### config.mk
export PLATFORM = sky130hd
export DESIGN_NAME = fetch_sequencer
export DESIGN_NICKNAME = d
export VERILOG_FILES = /design/src/rtl/fetch_pkg.sv /design/src/rtl/fetch_inflight_tracker.sv /design/src/rtl/fetch_sequencer.sv
export SDC_FILE = /design/constraint.sdc
export NUM_CORES = 1
export LEC_CHECK = 0
export ABC_AREA = 1
export BUFFER_PORTS_ARGS = -buffer_cell sky130_fd_sc_hd__buf_2
export CORE_ASPECT_RATIO = 1.5
export CORE_UTILIZATION = 42
export DETAILED_ROUTE_END_ITERATION = 12
export HOLD_SLACK_MARGIN = 0.02
export PLACE_DENSITY_LB_ADDON = 0.3
export SETUP_SLACK_MARGIN = 0.15
export SLEW_MARGIN = 30
export SYNTH_ARGS = -nofsm -noshare
export SYNTH_HDL_FRONTEND = slang
export SYNTH_SLANG_ARGS = --single-unit
### constraint.sdc
create_clock -name clk -period 3.84 [get_ports clk]
set_input_delay 0.384 -clock clk [delete_from_list [all_inputs] [get_ports clk]]
set_output_delay 0.384 -clock clk [all_outputs]
set_load 0.02 [all_outputs]
### src/rtl/fetch_pkg.sv
// Shared types and helpers for the fetch front-end: lane geometry, FSM
// encoding, and the lane-mask / flat-bus packing helpers.
package fetch_pkg;

    localparam int FETCH_WIDTH = 4;
    localparam int PC_W        = 16;
    localparam int CNT_W       = 3;
    localparam int FREE_W      = 4;
    localparam int FLAT_W      = FETCH_WIDTH * PC_W;

    typedef enum logic [1:0] {
        ST_BOOT     = 2'd0,
        ST_RUN      = 2'd1,
        ST_STALL    = 2'd2,
        ST_REDIRECT = 2'd3
    } fetch_state_e;

    // Lane 0 occupies the most significant slice of the flat PC bus.
    function automatic int lane_lsb(input int lane);
        return PC_W * (FETCH_WIDTH - 1 - lane);
    endfunction

    function automatic logic [FETCH_WIDTH-1:0] cnt_to_mask(input logic [CNT_W-1:0] cnt);
        logic [FETCH_WIDTH-1:0] mask;
        case (cnt)
            3'd0:    mask = 4'b0000;
            3'd1:    mask = 4'b1000;
            3'd2:    mask = 4'b1100;
            3'd3:    mask = 4'b1110;
            3'd4:    mask = 4'b1111;
            default: mask = 4'b0000;
        endcase
        return mask;
    endfunction

endpackage

### src/rtl/fetch_inflight_tracker.sv
// Two-stage in-flight pipeline (icache request, decode register) with squash,
// plus the free-slot budget that limits how many lanes may be requested.
module fetch_inflight_tracker
    import fetch_pkg::*;
(
    input  logic              clk,
    input  logic              rst,
    input  logic              squash,
    input  logic [CNT_W-1:0]  issue_cnt,
    input  logic [PC_W-1:0]   issue_pc,
    input  logic [FREE_W-1:0] ibuf_free,
    output logic [FREE_W-1:0] avail,
    output logic              s2_valid,
    output logic [CNT_W-1:0]  s2_cnt,
    output logic [PC_W-1:0]   s2_pc
);

    logic             s1_valid_q, s1_valid_d;
    logic [CNT_W-1:0] s1_cnt_q,   s1_cnt_d;
    logic [PC_W-1:0]  s1_pc_q,    s1_pc_d;
    logic             s2_valid_q, s2_valid_d;
    logic [CNT_W-1:0] s2_cnt_q,   s2_cnt_d;
    logic [PC_W-1:0]  s2_pc_q,    s2_pc_d;

    logic signed [5:0] s1_load_s, s2_load_s, avail_raw_s;

    // Slots already promised to groups still in flight are not free yet.
    always_comb begin
        s1_load_s   = s1_valid_q ? $signed({3'b000, s1_cnt_q}) : 6'sd0;
        s2_load_s   = s2_valid_q ? $signed({3'b000, s2_cnt_q}) : 6'sd0;
        avail_raw_s = $signed({2'b00, ibuf_free}) - s1_load_s - s2_load_s;
        if (avail_raw_s < 6'sd0) begin
            avail = 4'd0;
        end else begin
            avail = avail_raw_s[3:0];
        end
    end

    // Advance the pipeline; a squash kills both stages at the same edge.
    always_comb begin
        s1_pc_d = issue_pc;
        s2_pc_d = s1_pc_q;
        if (squash) begin
            s1_valid_d = 1'b0;
            s1_cnt_d   = 3'd0;
            s2_valid_d = 1'b0;
            s2_cnt_d   = 3'd0;
        end else begin
            s1_valid_d = (issue_cnt != 3'd0);
            s1_cnt_d   = issue_cnt;
            s2_valid_d = s1_valid_q;
            s2_cnt_d   = s1_cnt_q;
        end
    end

    // Pipeline registers.
    always_ff @(posedge clk or posedge rst) begin
        if (rst) begin
            s1_valid_q <= 1'b0;
            s1_cnt_q   <= 3'd0;
            s1_pc_q    <= 16'h0000;
            s2_valid_q <= 1'b0;
            s2_cnt_q   <= 3'd0;
            s2_pc_q    <= 16'h0000;
        end else begin
            s1_valid_q <= s1_valid_d;
            s1_cnt_q   <= s1_cnt_d;
            s1_pc_q    <= s1_pc_d;
            s2_valid_q <= s2_valid_d;
            s2_cnt_q   <= s2_cnt_d;
            s2_pc_q    <= s2_pc_d;
        end
    end

    assign s2_valid = s2_valid_q;
    assign s2_cnt   = s2_cnt_q;
    assign s2_pc    = s2_pc_q;

endmodule

### src/rtl/fetch_sequencer.sv
// Fetch front-end controller: owns the fetch PC, decides lanes per cycle,
// handles branch redirects and presents decoded groups with lane masks.
module fetch_sequencer
    import fetch_pkg::*;
#(
    parameter logic [15:0] RESET_PC = 16'h0000
)
(
    input  logic              clk,
    input  logic              rst,
    input  logic              redirect_valid,
    input  logic [PC_W-1:0]   redirect_pc,
    input  logic [FREE_W-1:0] ibuf_free,
    output logic              req_valid,
    output logic [CNT_W-1:0]  req_cnt,
    output logic [FLAT_W-1:0] pc_to_icache_flat,
    output logic              grp_valid,
    output logic [FETCH_WIDTH-1:0] grp_mask,
    output logic [PC_W-1:0]   grp_pc,
    output logic [1:0]        fsm_state
);

    fetch_state_e    state_q, state_d;
    logic [PC_W-1:0] fetch_pc_q, fetch_pc_d;

    logic [CNT_W-1:0]  issue_cnt_s;
    logic [CNT_W-1:0]  clamp_cnt_s;
    logic              squash_s;
    logic [FREE_W-1:0] avail_s;
    logic              s2_valid_s;
    logic [CNT_W-1:0]  s2_cnt_s;
    logic [PC_W-1:0]   s2_pc_s;

    fetch_inflight_tracker u_tracker (
        .clk       (clk),
        .rst       (rst),
        .squash    (squash_s),
        .issue_cnt (issue_cnt_s),
        .issue_pc  (fetch_pc_q),
        .ibuf_free (ibuf_free),
        .avail     (avail_s),
        .s2_valid  (s2_valid_s),
        .s2_cnt    (s2_cnt_s),
        .s2_pc     (s2_pc_s)
    );

    // Next-state, issue count and PC advance; a redirect overrides every state.
    always_comb begin
        state_d     = state_q;
        fetch_pc_d  = fetch_pc_q;
        issue_cnt_s = 3'd0;
        squash_s    = 1'b0;
        clamp_cnt_s = (avail_s > 4'd4) ? 3'd4 : avail_s[2:0];
        if (redirect_valid) begin
            squash_s   = 1'b1;
            fetch_pc_d = {redirect_pc[PC_W-1:1], 1'b0};
            state_d    = ST_REDIRECT;
        end else begin
            case (state_q)
                ST_BOOT: begin
                    state_d = ST_RUN;
                end
                ST_RUN, ST_STALL, ST_REDIRECT: begin
                    issue_cnt_s = clamp_cnt_s;
                    fetch_pc_d  = fetch_pc_q + {12'd0, clamp_cnt_s, 1'b0};
                    state_d     = (clamp_cnt_s == 3'd0) ? ST_STALL : ST_RUN;
                end
                default: begin
                    state_d = ST_BOOT;
                end
            endcase
        end
    end

    // FSM and fetch PC registers.
    always_ff @(posedge clk or posedge rst) begin
        if (rst) begin
            state_q    <= ST_BOOT;
            fetch_pc_q <= RESET_PC;
        end else begin
            state_q    <= state_d;
            fetch_pc_q <= fetch_pc_d;
        end
    end

    // Lane PCs are always presented, even past req_cnt, so the icache can prefetch.
    always_comb begin
        pc_to_icache_flat = {FLAT_W{1'b0}};
        for (int i = 0; i < FETCH_WIDTH; i++) begin
            pc_to_icache_flat[lane_lsb(i) +: PC_W] = fetch_pc_q + 16'(2 * i);
        end
    end

    assign req_valid = (issue_cnt_s != 3'd0);
    assign req_cnt   = issue_cnt_s;
    assign grp_valid = s2_valid_s;
    assign grp_mask  = s2_valid_s ? cnt_to_mask(s2_cnt_s) : 4'b0000;
    assign grp_pc    = s2_pc_s;
    assign fsm_state = state_q;

endmodule

**After elaboration in Yosys (flattened, before gate mapping)**

Index checks and enable logic that the tools add are counted.

- Latch bits: 0
- ROM bits: 0
- Register bits after elaboration: 58
- Memories kept: 0
- Output and inout port bits: 91
- Memory bits (writable): 0

- Equal/unequal tests: 7
- Magnitude comparators: 2
- Divide/modulo/power cells: 0
- $mul: 0
- Muxes and demuxes: 18
- Reductions and logical operators: 5
- Shifts and indexed selects: 0
- Bitwise logic cells: 0
- Add/sub/neg operators: 6

Operators by type and width:

| operator | number |
|---|---|
| adder 16 x 3 -> 16 bit (second input constant) | 2 |
| two-way mux 16 bit | 2 |
| two-way mux 3 bit | 7 |
| adder 16 x 2 -> 16 bit (second input constant) | 1 |
| adder 16 x 4 -> 16 bit | 1 |
| one-hot mux 4 bit (4 select lines) | 1 |
| two-way mux 4 bit | 2 |
| == test 3 x 2 -> 1 bit (second input constant) | 2 |
| less-than comparator 6 x 1 -> 1 bit (second input constant) | 1 |
| subtractor 5 x 6 -> 6 bit | 1 |
| subtractor 6 bit | 1 |
| == test 2 bit (second input constant) | 2 |
| greater-than comparator 4 x 3 -> 1 bit (second input constant) | 1 |
| two-way mux 2 bit | 2 |
| one-hot mux 2 bit (2 select lines) | 1 |
| == test 3 x 1 -> 1 bit (second input constant) | 1 |
| == test 3 bit (second input constant) | 1 |
| zero test 3 bit | 1 |
| two-way mux 1 bit | 3 |
| nonzero test 3 bit | 1 |
| OR reduction 3 bit | 1 |
| == test 2 x 1 -> 1 bit (second input constant) | 1 |
| zero test 2 bit | 1 |
| nonzero test 2 bit | 1 |

**Longest topological paths before layout**

Gate-level depths: netlist of the first run.

- Word-level depth: 11
- Gate-level depth with buffers: 22
- Gate-level depth less buffers: 22

**Modules after synthesis**

A second synthesis of the first run with hierarchy kept.

- Cells, all modules: 406
- Area, all modules: 3359.5 sq um

By module, submodules not included:

| module | area each (sq um) | cells an instance | instances | sequential area each (sq um) |
|---|---|---|---|---|
| fetch_sequencer | 2006.9 | 303 | 1 | 425.4 |
| fetch_inflight_tracker | 1352.5 | 103 | 1 | 1001.0 |

**Worst setup path after synthesis of the first run**

Ideal clock, no wire load.

- Path type: reg-to-reg
- Start: reg u_tracker.s2_valid_q, in the netlist u_tracker.s2_valid
- End: reg fetch_pc_q[11]
- Slack: 0.314 ns
- Cell stages (with the launch flop): 20
- Arrival: 3.401 ns
- Period minus slack after synthesis: 3.526 ns
- Required time: 3.715 ns
- Path buffers: 0
- Cell sequence: dfrtp_1 nand2_1 fa_1 inv_1 ha_1 nor2_1 fa_1 xnor2_1 nand2_1 nand3_1 inv_1 ha_1 fa_1 nand2_1 nand2_1 nand2_1 nor3_1 or2_2 nand3_1 nand3_1

- Cells in the longest elaborated chain, start to end: 9

Ends and longest elaborated chain:

| element | RTL line | text |
|---|---|---|
| start, declared | fetch_inflight_tracker.sv:21 | `logic s2_valid_q, s2_valid_d;` |
| start signal, assigned | fetch_inflight_tracker.sv:69 | `s2_valid_q <= s2_valid_d;` |
| two-way mux 3 bit * | fetch_inflight_tracker.sv:30 | `s2_load_s = s2_valid_q ? $signed({3'b000, s2_cnt_q}) : 6'sd0;` |
| subtractor 6 bit * | fetch_inflight_tracker.sv:31 | `avail_raw_s = $signed({2'b00, ibuf_free}) - s1_load_s - s2_load_s;` |
| less-than comparator 6 x 1 -> 1 bit | fetch_inflight_tracker.sv:32 | `if (avail_raw_s < 6'sd0) begin` |
| two-way mux 4 bit * | fetch_inflight_tracker.sv:32 |  |
| greater-than comparator 4 x 3 -> 1 bit | fetch_sequencer.sv:53 | `clamp_cnt_s = (avail_s > 4'd4) ? 3'd4 : avail_s[2:0];` |
| two-way mux 3 bit * | fetch_sequencer.sv:53 |  |
| adder 16 x 4 -> 16 bit * | fetch_sequencer.sv:65 | `fetch_pc_d = fetch_pc_q + {12'd0, clamp_cnt_s, 1'b0};` |
| two-way mux 16 bit * | fetch_sequencer.sv:59 | `case (state_q)` |
| two-way mux 16 bit * | fetch_sequencer.sv:54 | `if (redirect_valid) begin` |
| end signal, assigned | fetch_sequencer.sv:82 | `fetch_pc_q <= fetch_pc_d;` |
| end, declared | fetch_sequencer.sv:24 | `logic [PC_W-1:0] fetch_pc_q, fetch_pc_d;` |

Every way passes the cells marked *; elsewhere a longest branch is shown, timed or not. The select of a mux whose other input is x is not followed.
A chain may end at the register's enable or synchronous reset.

**Worst setup path after layout of the first run**

Ends and elaborated chain as after synthesis.

==> key figures, run 1 <==
Place
  • Post-Place Setup Slack: roughly 180 ps
  • Number of buffers added on ports: 107
  • Post-DP HPWL: 6000 um
  • Final GP Congestion: 0.873

Logic synthesis
  • Largest family of logic cells by synthesized area: simple AND/OR/NAND/NOR gates
  • Area share of fa/ha/maj cells after synthesis: roughly 7.5%
  • Synthesized cell area: between 3000 and 4000 um^2
  • Syn Inst Count: ~400
  • Simple-gate share of the synthesized area: 24.0%
  • Ys flop type: dfrtp_1
  • Area contributors post-synth: dfrtp_1 42%, nand2_1 10%, xor2_1 8.4%, inv_1 6.9%, ha_1 5.0%
  • Syn. warnings: 0
  • Synth Area in XOR/XNOR: roughly a tenth
  • EDFF count, synth: 0
  • Synthesis-stage register bit count: 55
  • Mux contribution to synthesized area: 0%
  • Synth top area share: a little over two fifths
  • Syn avg cell area: just over 8 um^2
  • Fraction of registers with async set/reset: 100%
  • Netlist cell types: 35
  • Cell taking the most area after synthesis: dfrtp_1
  • Synth Area in Compound Gates: a little under 5%
  • Register area share after synthesis: 42.5%

Critical path
  • Crit. End Element: flop
  • Req. time, crit path: 4050 ps
  • Critical Path AT: 3710 ps
  • Slowest CP cell: fa_1
  • Crit-path max FO: 6
  • Max stage delay on crit path: 520 ps
  • Worst path cell trace: nand2_2, fa_1, inv_1, ha_2, nor2_1, fa_2, xnor2_2, nand2_2, nand3_2, inv_1, ha_2, fa_2, nand2_2, nand2_2, nand2_1, nor3_1, or2_2, nand3_1, nand3_1
  • Kind of critical path: reg -> reg
  • Setup crit start kind: flop
  • Crit path buf inv count: 2
  • Delay-heaviest family, CP: adder cells
  • CP most frequent cell: nand2_2

Die
  • Die extent in y: approximately 110 um
  • IO Count: roughly 110
  • Die X-Extent: about 74 um
  • FP Rows: 38
  • Initial core utilization: 44.0%
  • Die area: between 8000 and 9000 um^2
  • Core box area: roughly 7400 um^2

Global route
  • GRT Total Usage: around 20%
  • First-pass GRT wire length: between 10000 and 15000 um
  • Largest net degree at the start of global routing: 56
  • Initial antenna violation count: 0
  • Grt total ovfl: 0
  • Vias in the first global route: roughly 2600

Clock tree
  • Worst-path clk slew: 100 ps
  • CTS tree: built
  • Root buf cell: clkbuf_8
  • CTS buffer count: 5
  • H-tree Lvls: 2
  • CTS max path bufs: 2
  • Cts hold-fix bufs: 0
  • Clock latency on the worst-skew pair: just over 300 ps
  • CTS Sinks: between 50 and 60

Hold path
  • Worst Hold Class: in -> async

Timing
  • Final period util: between 90% and 100%
  • RSZ-0062 raised after global routing: no
  • Slew HR: 52.8%
  • Final setup TNS: 0 ps
  • Fin Hold WS: 257 ps
  • Final WS setup: ~340 ps
  • Hold Fails Final Rpt: 0
  • Post-route clock skew: approximately 7.5 ps
  • Worst slew pin tran: roughly 710 ps
  • Count of endpoints failing setup in the final report: 0
  • Min Tclk post-route: roughly 3500 ps
  • Slew Viols, Final: 0
  • FMAX: roughly 0.29 GHz

Final layout
  • Area Growth Syn to Fin: 24.4%
  • Area of the multi-input gates: 1590 um^2
  • Reg area: ~1400 um^2
  • ANT cells: 0
  • Final #Nets: 540
  • Layout cell share with drive strength beyond 1: 31.7%
  • Filler instances: around 720

Detailed routing
  • WL per Instance: 13.2 um
  • Vias per cell: 4.68
  • Drt total wl: between 7000 and 8000 um
  • Initial DRC Count: between 100 and 150
  • Initial DRT Pass Iterations: 4
  • Via count: 2814
  • DRC: 0
  • Post-route ant nets: 0

Power and ir drop
  • Pwr dens: between 600 and 700 nW/um^2
  • Leak: between 2 and 2.5 nW
  • Peak supply drop: 0.621 mV

Outcome
  • Status: finished clean

Run
  • MaxCap Viol Count: 0
## state kept, by name (all words and copies together) (netlist names)
name / flops
u_tracker.s1_cnt_q: 3
u_tracker.s1_pc_q: 15
u_tracker.s2_cnt: 3
fsm_state: 2
fetch_pc_q: 15
u_tracker.s1_valid_q: 1
u_tracker.s2_valid: 1
u_tracker.s2_pc: 15
## where the power goes
part / internal [W] / switching (W) / leakage, nW
clock: 0.000261 / 0.000185 / 0.0654
sequential: 0.000726 / 0.000176 / 0.670
combinational: 0.000480 / 0.000967 / 1.50
total: 0.00147 / 0.00133 / 2.23
## path summary, 6_finish.rpt
kind                                       from                  end  slack (ps)  cells past startpoint
setup / recovery             u_tracker.s2_valid       fetch_pc_q[11]         340                     19
hold / removal                              rst  u_tracker.s2_pc[11]         260                      3
setup reg to reg             u_tracker.s2_valid       fetch_pc_q[11]         340                     19
hold reg to reg            u_tracker.s1_pc_q[1]   u_tracker.s2_pc[1]         350                      0
max in group asynchronous                   rst  u_tracker.s2_cnt[2]        3110                      3
min in group clk                redirect_pc[14]       fetch_pc_q[14]         290                      3
## stage by stage
stage | std cells | total power, W | utilization [%] | instance area [um^2]
after detailed placement | 592 | 0.00231 | 52.1 | 3840
final | 601 | 0.00280 | 54.7 | 4030
after global placement | 592 | 0.00229 | 52.1 | 3840
after CTS | 600 | 0.00277 | 53.9 | 3980
after global routing | 601 | 0.00298 | 54.7 | 4030
after floorplan | 397 | 0.00187 | - | 3260
## kinds of logic after synthesis
kind of cell / count (synthesis)
compound gates: 25
other cells: 1
fa+ha+maj: 17
flops: 55
buf+inv: 80
simple gates: 178
xor+xnor: 37
## metal layers
metal	global-route usage (%)	routed length, um	up-vias
li1	-	-	1401
met1	22.1	3180	1309
met2	35.7	4190	87
met3	3.67	335	17
met4	9.89	216	0
met5	0	0	-
## repair_timing
| item | in CTS | in global routing |
|---|---|---|
| setup endpoints to repair | 0 | 8 |
| resized for setup | 0 | 15 |
| buffers inserted | 0 | 1 |
## cell usage after synthesis (2+ instances only)
cell type   n
nand2_1    90
inv_1      60
dfrtp_1    55
nor2_1     36
xor2_1     31
nand3_1    29
ha_1       13
buf_4       9
nand2_2     9
o21ai_0     9
buf_2       5
fa_1        4
nor2_2      4
o211ai_1    4
xnor2_1     4
a21oi_1     3
inv_2       3
nor3_1      3
a31oi_1     2
nand4_1     2
nor2_4      2
o21ai_2     2
xor2_2      2
## cell type report
type,count,share of cell area (%)
well taps,100,3.10
repair buffers,111,14.0
flip-flops and latches,55,34.1
clock buffers,6,1.80
inverters,65,6.08
clock inverters,2,1.49
multi-input cells,262,39.4
## worst register-to-register path: cells and delay by family (launching register included)
kind	cells	cell delay (ps)
xor+xnor	1	200
buf+inv	2	130
fa+ha+maj	5	1590
simple gates	11	1040
flops	1	440
## layout by cell type, fill, tap and decap left out, drive strengths merged, types with 2 or more instances in the layout
cell	netlist	layout
clkinv	2	2
a31oi	2	2
fa	4	4
ha	13	13
o21ai	12	12
conb	1	5
dfrtp	55	55
a21oi	3	3
xnor2	4	4
o211ai	4	4
bufinv	0	2
clkbuf	1	6
nor3	4	4
buf	14	111
xor2	33	33
inv	63	63
nand2	99	99
nand4	3	3
nand3	29	29
nor2	42	42
No activity file was read; power rests on OpenSTA's default activity.
==> inputs of run 2 (changes only) <==
--- a/config.mk
+++ b/config.mk
@@ -6,10 +6,10 @@
 export NUM_CORES = 1
 export LEC_CHECK = 0
 export ABC_AREA = 1
-export BUFFER_PORTS_ARGS = -buffer_cell sky130_fd_sc_hd__buf_2
 export CORE_ASPECT_RATIO = 1.5
-export CORE_UTILIZATION = 42
+export CORE_UTILIZATION = 31
 export DETAILED_ROUTE_END_ITERATION = 12
+export DONT_BUFFER_PORTS = 1
 export HOLD_SLACK_MARGIN = 0.02
 export PLACE_DENSITY_LB_ADDON = 0.3
 export SETUP_SLACK_MARGIN = 0.15
==> key figures, run 2 (same netlist as run 1, synthesis figures left out) <==
Power and ir drop
  • Pwr dens: 733 nW/um^2
  • Combinational share of power: about two fifths
  • Seq pwr share: 38.4%
  • Leak: between 1.5 and 2 nW
  • Sw Ratio: between 40% and 50%
  • Clk network pwr share: 20.2%
  • Peak supply drop: between 0.5 and 0.6 mV
  • Switching pwr: roughly 0.0013 W
  • Cell internal pwr: approximately 0.0013 W

Outcome
  • Status: finished clean

Timing
  • RSZ-0062 raised after global routing: no
  • Min Tclk post-route: about 3500 ps
  • Post-route clock skew: around 9.1 ps
  • FMAX: around 0.28 GHz
  • Worst slew pin tran: around 700 ps
  • Final setup TNS: 0 ps
  • Fin Hold WS: ~150 ps
  • Final period util: between 90% and 100%
  • Slew HR: 53.2%
  • Hold Fails Final Rpt: 0
  • Count of endpoints failing setup in the final report: 0
  • Final WS setup: 326 ps
  • Slew Viols, Final: 0

Die
  • IO Count: ~110
  • Core box area: 10100 um^2
  • Die area: approximately 11000 um^2
  • Die X-Extent: 85.5 um
  • Initial core utilization: between 30% and 40%
  • FP Rows: 45
  • Die extent in y: about 130 um

Final layout
  • Final instance area: 3600 um^2
  • Area Growth Syn to Fin: 11.2%
  • Layout cell share with drive strength beyond 1: between 15 and 20%
  • Final #Nets: 435
  • Final core occ: a little over a third
  • Commonest non-fill, non-tap cell in the layout: nand2_1
  • ANT cells: 0
  • Most frequent cells in the layout: 85 x nand2_1, 59 x inv_1, 55 x dfrtp_1

Clock tree
  • CTS Sinks: 55
  • Clock latency on the worst-skew pair: 300 ps
  • CTS tree: built
  • CTS max path bufs: 2
  • Root buf cell: clkbuf_16
  • Worst-path clk slew: 70 ps
  • H-tree Lvls: 2
  • CTS buffer count: 5

Place
  • Post-DP HPWL: roughly 6300 um
  • Number of buffers added on ports: 0
  • Placed inst area: 3340 um^2
  • Final GP Congestion: roughly 0.80
  • Post-Place Setup Slack: roughly 210 ps

Detailed routing
  • Drt total wl: about 8300 um
  • Post-route ant nets: 0
  • DRC: 0
  • Initial DRT Pass Iterations: 4
  • WL per Instance: between 15 and 20 um
  • Via count: roughly 2500
  • Initial DRC Count: 105
  • Vias per cell: a little under 5

Critical path
  • Req. time, crit path: around 4000 ps
  • Max stage delay on crit path: 590 ps
  • Setup crit start kind: flop
  • Crit-path max FO: 4
  • Worst path cell trace: nand2_2, fa_1, ha_2, nor2_2, fa_2, xnor2_2, nand2_2, nand3_2, inv_1, ha_2, fa_2, nand2_2, nand2_2, nand2_2, nor3_1, or2_2, nand3_1, nand3_1
  • Kind of critical path: reg -> reg
  • Slowest CP cell: fa_1
  • Crit. End Element: flop
  • CP most frequent cell: nand2_2
  • Critical Path AT: approximately 3700 ps

Hold path
  • Worst Hold Class: in -> reg

Global route
  • Initial antenna violation count: 0
  • Largest net degree at the start of global routing: 55
  • Vias in the first global route: roughly 2500
  • GRT Total Usage: roughly 16%
  • First-pass GRT wire length: around 13000 um
  • Grt total ovfl: 0

Run
  • MaxCap Viol Count: 0
## run 2: changes by cell type in the layout (fill, tap and decap cells not counted), sizes merged
cell / change
buf: -106
bufinv: -1
clkinv: +1
dlygate4sd3: +1
## run 2: layout make-up
type | instances | area [um^2]
Tap cell | 117 | 146
Multi-Input combinational cell | 262 | 1620
Sequential cell | 55 | 1380
Clock inverter | 2 | 35.0
Clock buffer | 6 | 139
Timing Repair Buffer | 6 | 47.5
Fill cell | 1037 | 6530
Inverter | 65 | 245
## run 2: power by group through the flow
stage / sequential, W / combinational, W / clock [W]
after CTS: 0.00102 / 0.00105 / 0.000547
final: 0.00102 / 0.00109 / 0.000535
after detailed placement: 0.00103 / 0.00104 / 0
after global placement: 0.00102 / 0.00103 / 0
after floorplan: 0.000966 / 0.000902 / 0
after global routing: 0.00104 / 0.00120 / 0.000568
## run 2: worst paths after layout
path | from | to | slack, ps | cells past startpoint
max | u_tracker.s1_valid_q | fetch_pc_q[11] | 330 | 18
min | redirect_valid | u_tracker.s2_cnt[1] | 150 | 1
max reg2reg | u_tracker.s1_valid_q | fetch_pc_q[11] | 330 | 18
min reg2reg | u_tracker.s1_pc_q[2] | u_tracker.s2_pc[2] | 350 | 0
max in group asynchronous | rst | u_tracker.s2_cnt[1] | 2610 | 3
min in group asynchronous | rst | u_tracker.s2_pc[11] | 380 | 2
## run 2: metal layers
metal	global-route usage (%)	wire (um)
met1	18.7	3400
met2	27.1	4320
met3	2.20	347
met4	7.25	206
met5	0	0
## run 2: worst max-delay path: cells and delay by family (launching register included)
family	cells	cell delay (ps)
XOR/XNOR	1	210
buffers and inverters	1	50
flip-flops	1	400
adder cells (fa/ha/maj)	5	1720
AND/OR/NAND/NOR	11	1030
## run 2: per-stage QoR
step	cells	power [W]
floorplan	397	0.00187
global placement	503	0.00205
detailed placement	503	0.00207
CTS	512	0.00261
global route	513	0.00281
finish	513	0.00264
## run 2: repair_timing
item	4_1_cts	5_1_grt
setup buffers	0	1
setup endpoints to repair	0	9
resized for setup	0	21
endpoints found under the hold margin	1	0
hold buffers	1	0
==> inputs of run 3 (changes only) <==
==> constraint.sdc (replaced) <==
create_clock -name clk -period 3.84 [get_ports clk]
set_input_delay 0.768 -clock clk [delete_from_list [all_inputs] [get_ports clk]]
set_output_delay 0.768 -clock clk [all_outputs]
set_load 0.02 [all_outputs]
==> key figures, run 3 (same netlist as run 1, synthesis figures left out) <==
Timing
  • Post-route clock skew: 8.63 ps
  • Hold Fails Final Rpt: 0
  • Slew Viols, Final: 0
  • FMAX: between 0.2 and 0.3 GHz
  • RSZ-0062 raised after global routing: no
  • Count of endpoints failing setup in the final report: 0
  • Final period util: just over 90%
  • Final setup TNS: 0 ps
  • Worst slew pin tran: between 600 and 700 ps
  • Slew HR: approximately 55%
  • Min Tclk post-route: 3590 ps

Clock tree
  • CTS Sinks: 55
  • Cts hold-fix bufs: 0
  • CTS buffer count: 5
  • CTS tree: built
  • Worst-path clk slew: 70 ps
  • H-tree Lvls: 2
  • CTS max path bufs: 2
  • Clock latency on the worst-skew pair: roughly 300 ps
  • Root buf cell: clkbuf_16

Global route
  • Grt total ovfl: 0
  • Largest net degree at the start of global routing: 32
  • Initial antenna violation count: 0
  • First-pass GRT wire length: 13500 um
  • GRT Total Usage: around 16%
  • Vias in the first global route: between 2000 and 3000

Place
  • Post-DP HPWL: roughly 6500 um
  • Number of buffers added on ports: 0
  • Final GP Congestion: 0.851
  • Placed inst area: 3420 um^2

Power and ir drop
  • Leak: between 1.5 and 2 nW
  • Peak supply drop: 0.450 mV
  • Pwr dens: approximately 740 nW/um^2
  • Pwr Total: ~0.0027 W

Final layout
  • Area Growth Syn to Fin: 15.0%
  • Commonest non-fill, non-tap cell in the layout: nand2_1
  • Filler instances: about 1100
  • ANT cells: 0
  • Final instance area: ~3700 um^2
  • Final #Nets: between 400 and 500
  • Most frequent cells in the layout: 83 x nand2_1, 55 x dfrtp_1, 54 x inv_1
  • Layout cell share with drive strength beyond 1: about a fifth

Die
  • Initial core utilization: between 30% and 40%
  • Die X-Extent: about 85 um
  • Die extent in y: approximately 130 um
  • Core box area: about 10000 um^2
  • IO Count: 114
  • Die area: 10900 um^2
  • FP Rows: 45

Detailed routing
  • Via count: 2536
  • Post-route ant nets: 0
  • Initial DRT Pass Iterations: 4
  • Vias per cell: between 4 and 5
  • Drt total wl: between 8000 and 9000 um
  • WL per Instance: 16.3 um
  • Initial DRC Count: 122
  • DRC: 0

Outcome
  • Status: finished clean

Critical path
  • Setup crit start kind: flop
  • Crit. End Element: output pin
  • Req. time, crit path: 3070 ps
  • Critical Path AT: around 2800 ps
  • Kind of critical path: reg -> out
  • Crit-path max FO: 3

Run
  • MaxCap Viol Count: 0

Hold path
  • Worst Hold Class: reg -> reg
==> run 3: cell types whose count changed in the layout (fill, tap and decap cells not counted), moves of 2 or more <==
cell,before,now
nand2_1,85,83
inv_2,4,9
ha_2,4,2
inv_1,59,54
buf_4,5,21
nand2_2,14,16
==> run 3: layer usage <==
layer,vias up,global-route usage [%],share of wire (%)
met5,-,0,0
met4,0,7.35,2.8
met3,21,2.97,4.5
met2,88,27.2,51
met1,1206,19.9,41
li1,1221,-,-
==> run 3: cell type report <==
class                           count  area (um^2)  area share [%]
Multi-Input combinational cell    262         1630            43.7
Sequential cell                    55         1380            36.9
Inverter                           65          245            6.58
Timing Repair Buffer               21          158            4.23
Tap cell                          117          146            3.93
Clock buffer                        6          139            3.73
Clock inverter                      2         35.0           0.940
==> run 3: final timing paths <==
check	cells after the start	start	to	slack, ps
max	11	u_tracker.s2_valid	req_cnt[1]	250
min	0	u_tracker.s1_pc_q[15]	u_tracker.s2_pc[15]	350
max reg2reg	18	u_tracker.s2_valid	fetch_pc_q[11]	360
min reg2reg	0	u_tracker.s1_pc_q[15]	u_tracker.s2_pc[15]	350
max in group asynchronous	2	rst	u_tracker.s2_valid	2590
min in group asynchronous	1	rst	u_tracker.s1_pc_q[10]	450
==> run 3: metrics by stage <==
stage	instances	setup slack [ps]	hold slack, ps	utilization [%]
CTS	521	144	352	35.5
global placement	513	13.8	332	33.8
global route	528	115	360	36.8
floorplan	397	165	331	-
finish	528	251	350	36.8
detailed placement	513	-88.8	336	33.8
==> run 3: critical path, stage by stage (launching register included) <==
cell	delay [ps]
dfrtp_1	380
nand2_2	80
fa_1	580
inv_1	50
ha_1	200
nor2_2	130
fa_2	470
inv_1	80
nand2_1	60
inv_1	70
nand4_1	220
inv_2	210
==> run 3: report_power, final <==
part	internal (W)	switching (W)	leakage, nW
Combinational	0.000359	0.000843	1.13
Clock	0.000325	0.000212	0.0868
Sequential	0.000728	0.000276	0.670
==> run 3: what timing repair did <==
item / CTS / global route
setup buffers: 0 / 7
gates resized for setup: 2 / 22
pin swaps: 0 / 16
setup endpoints to repair: 2 / 13
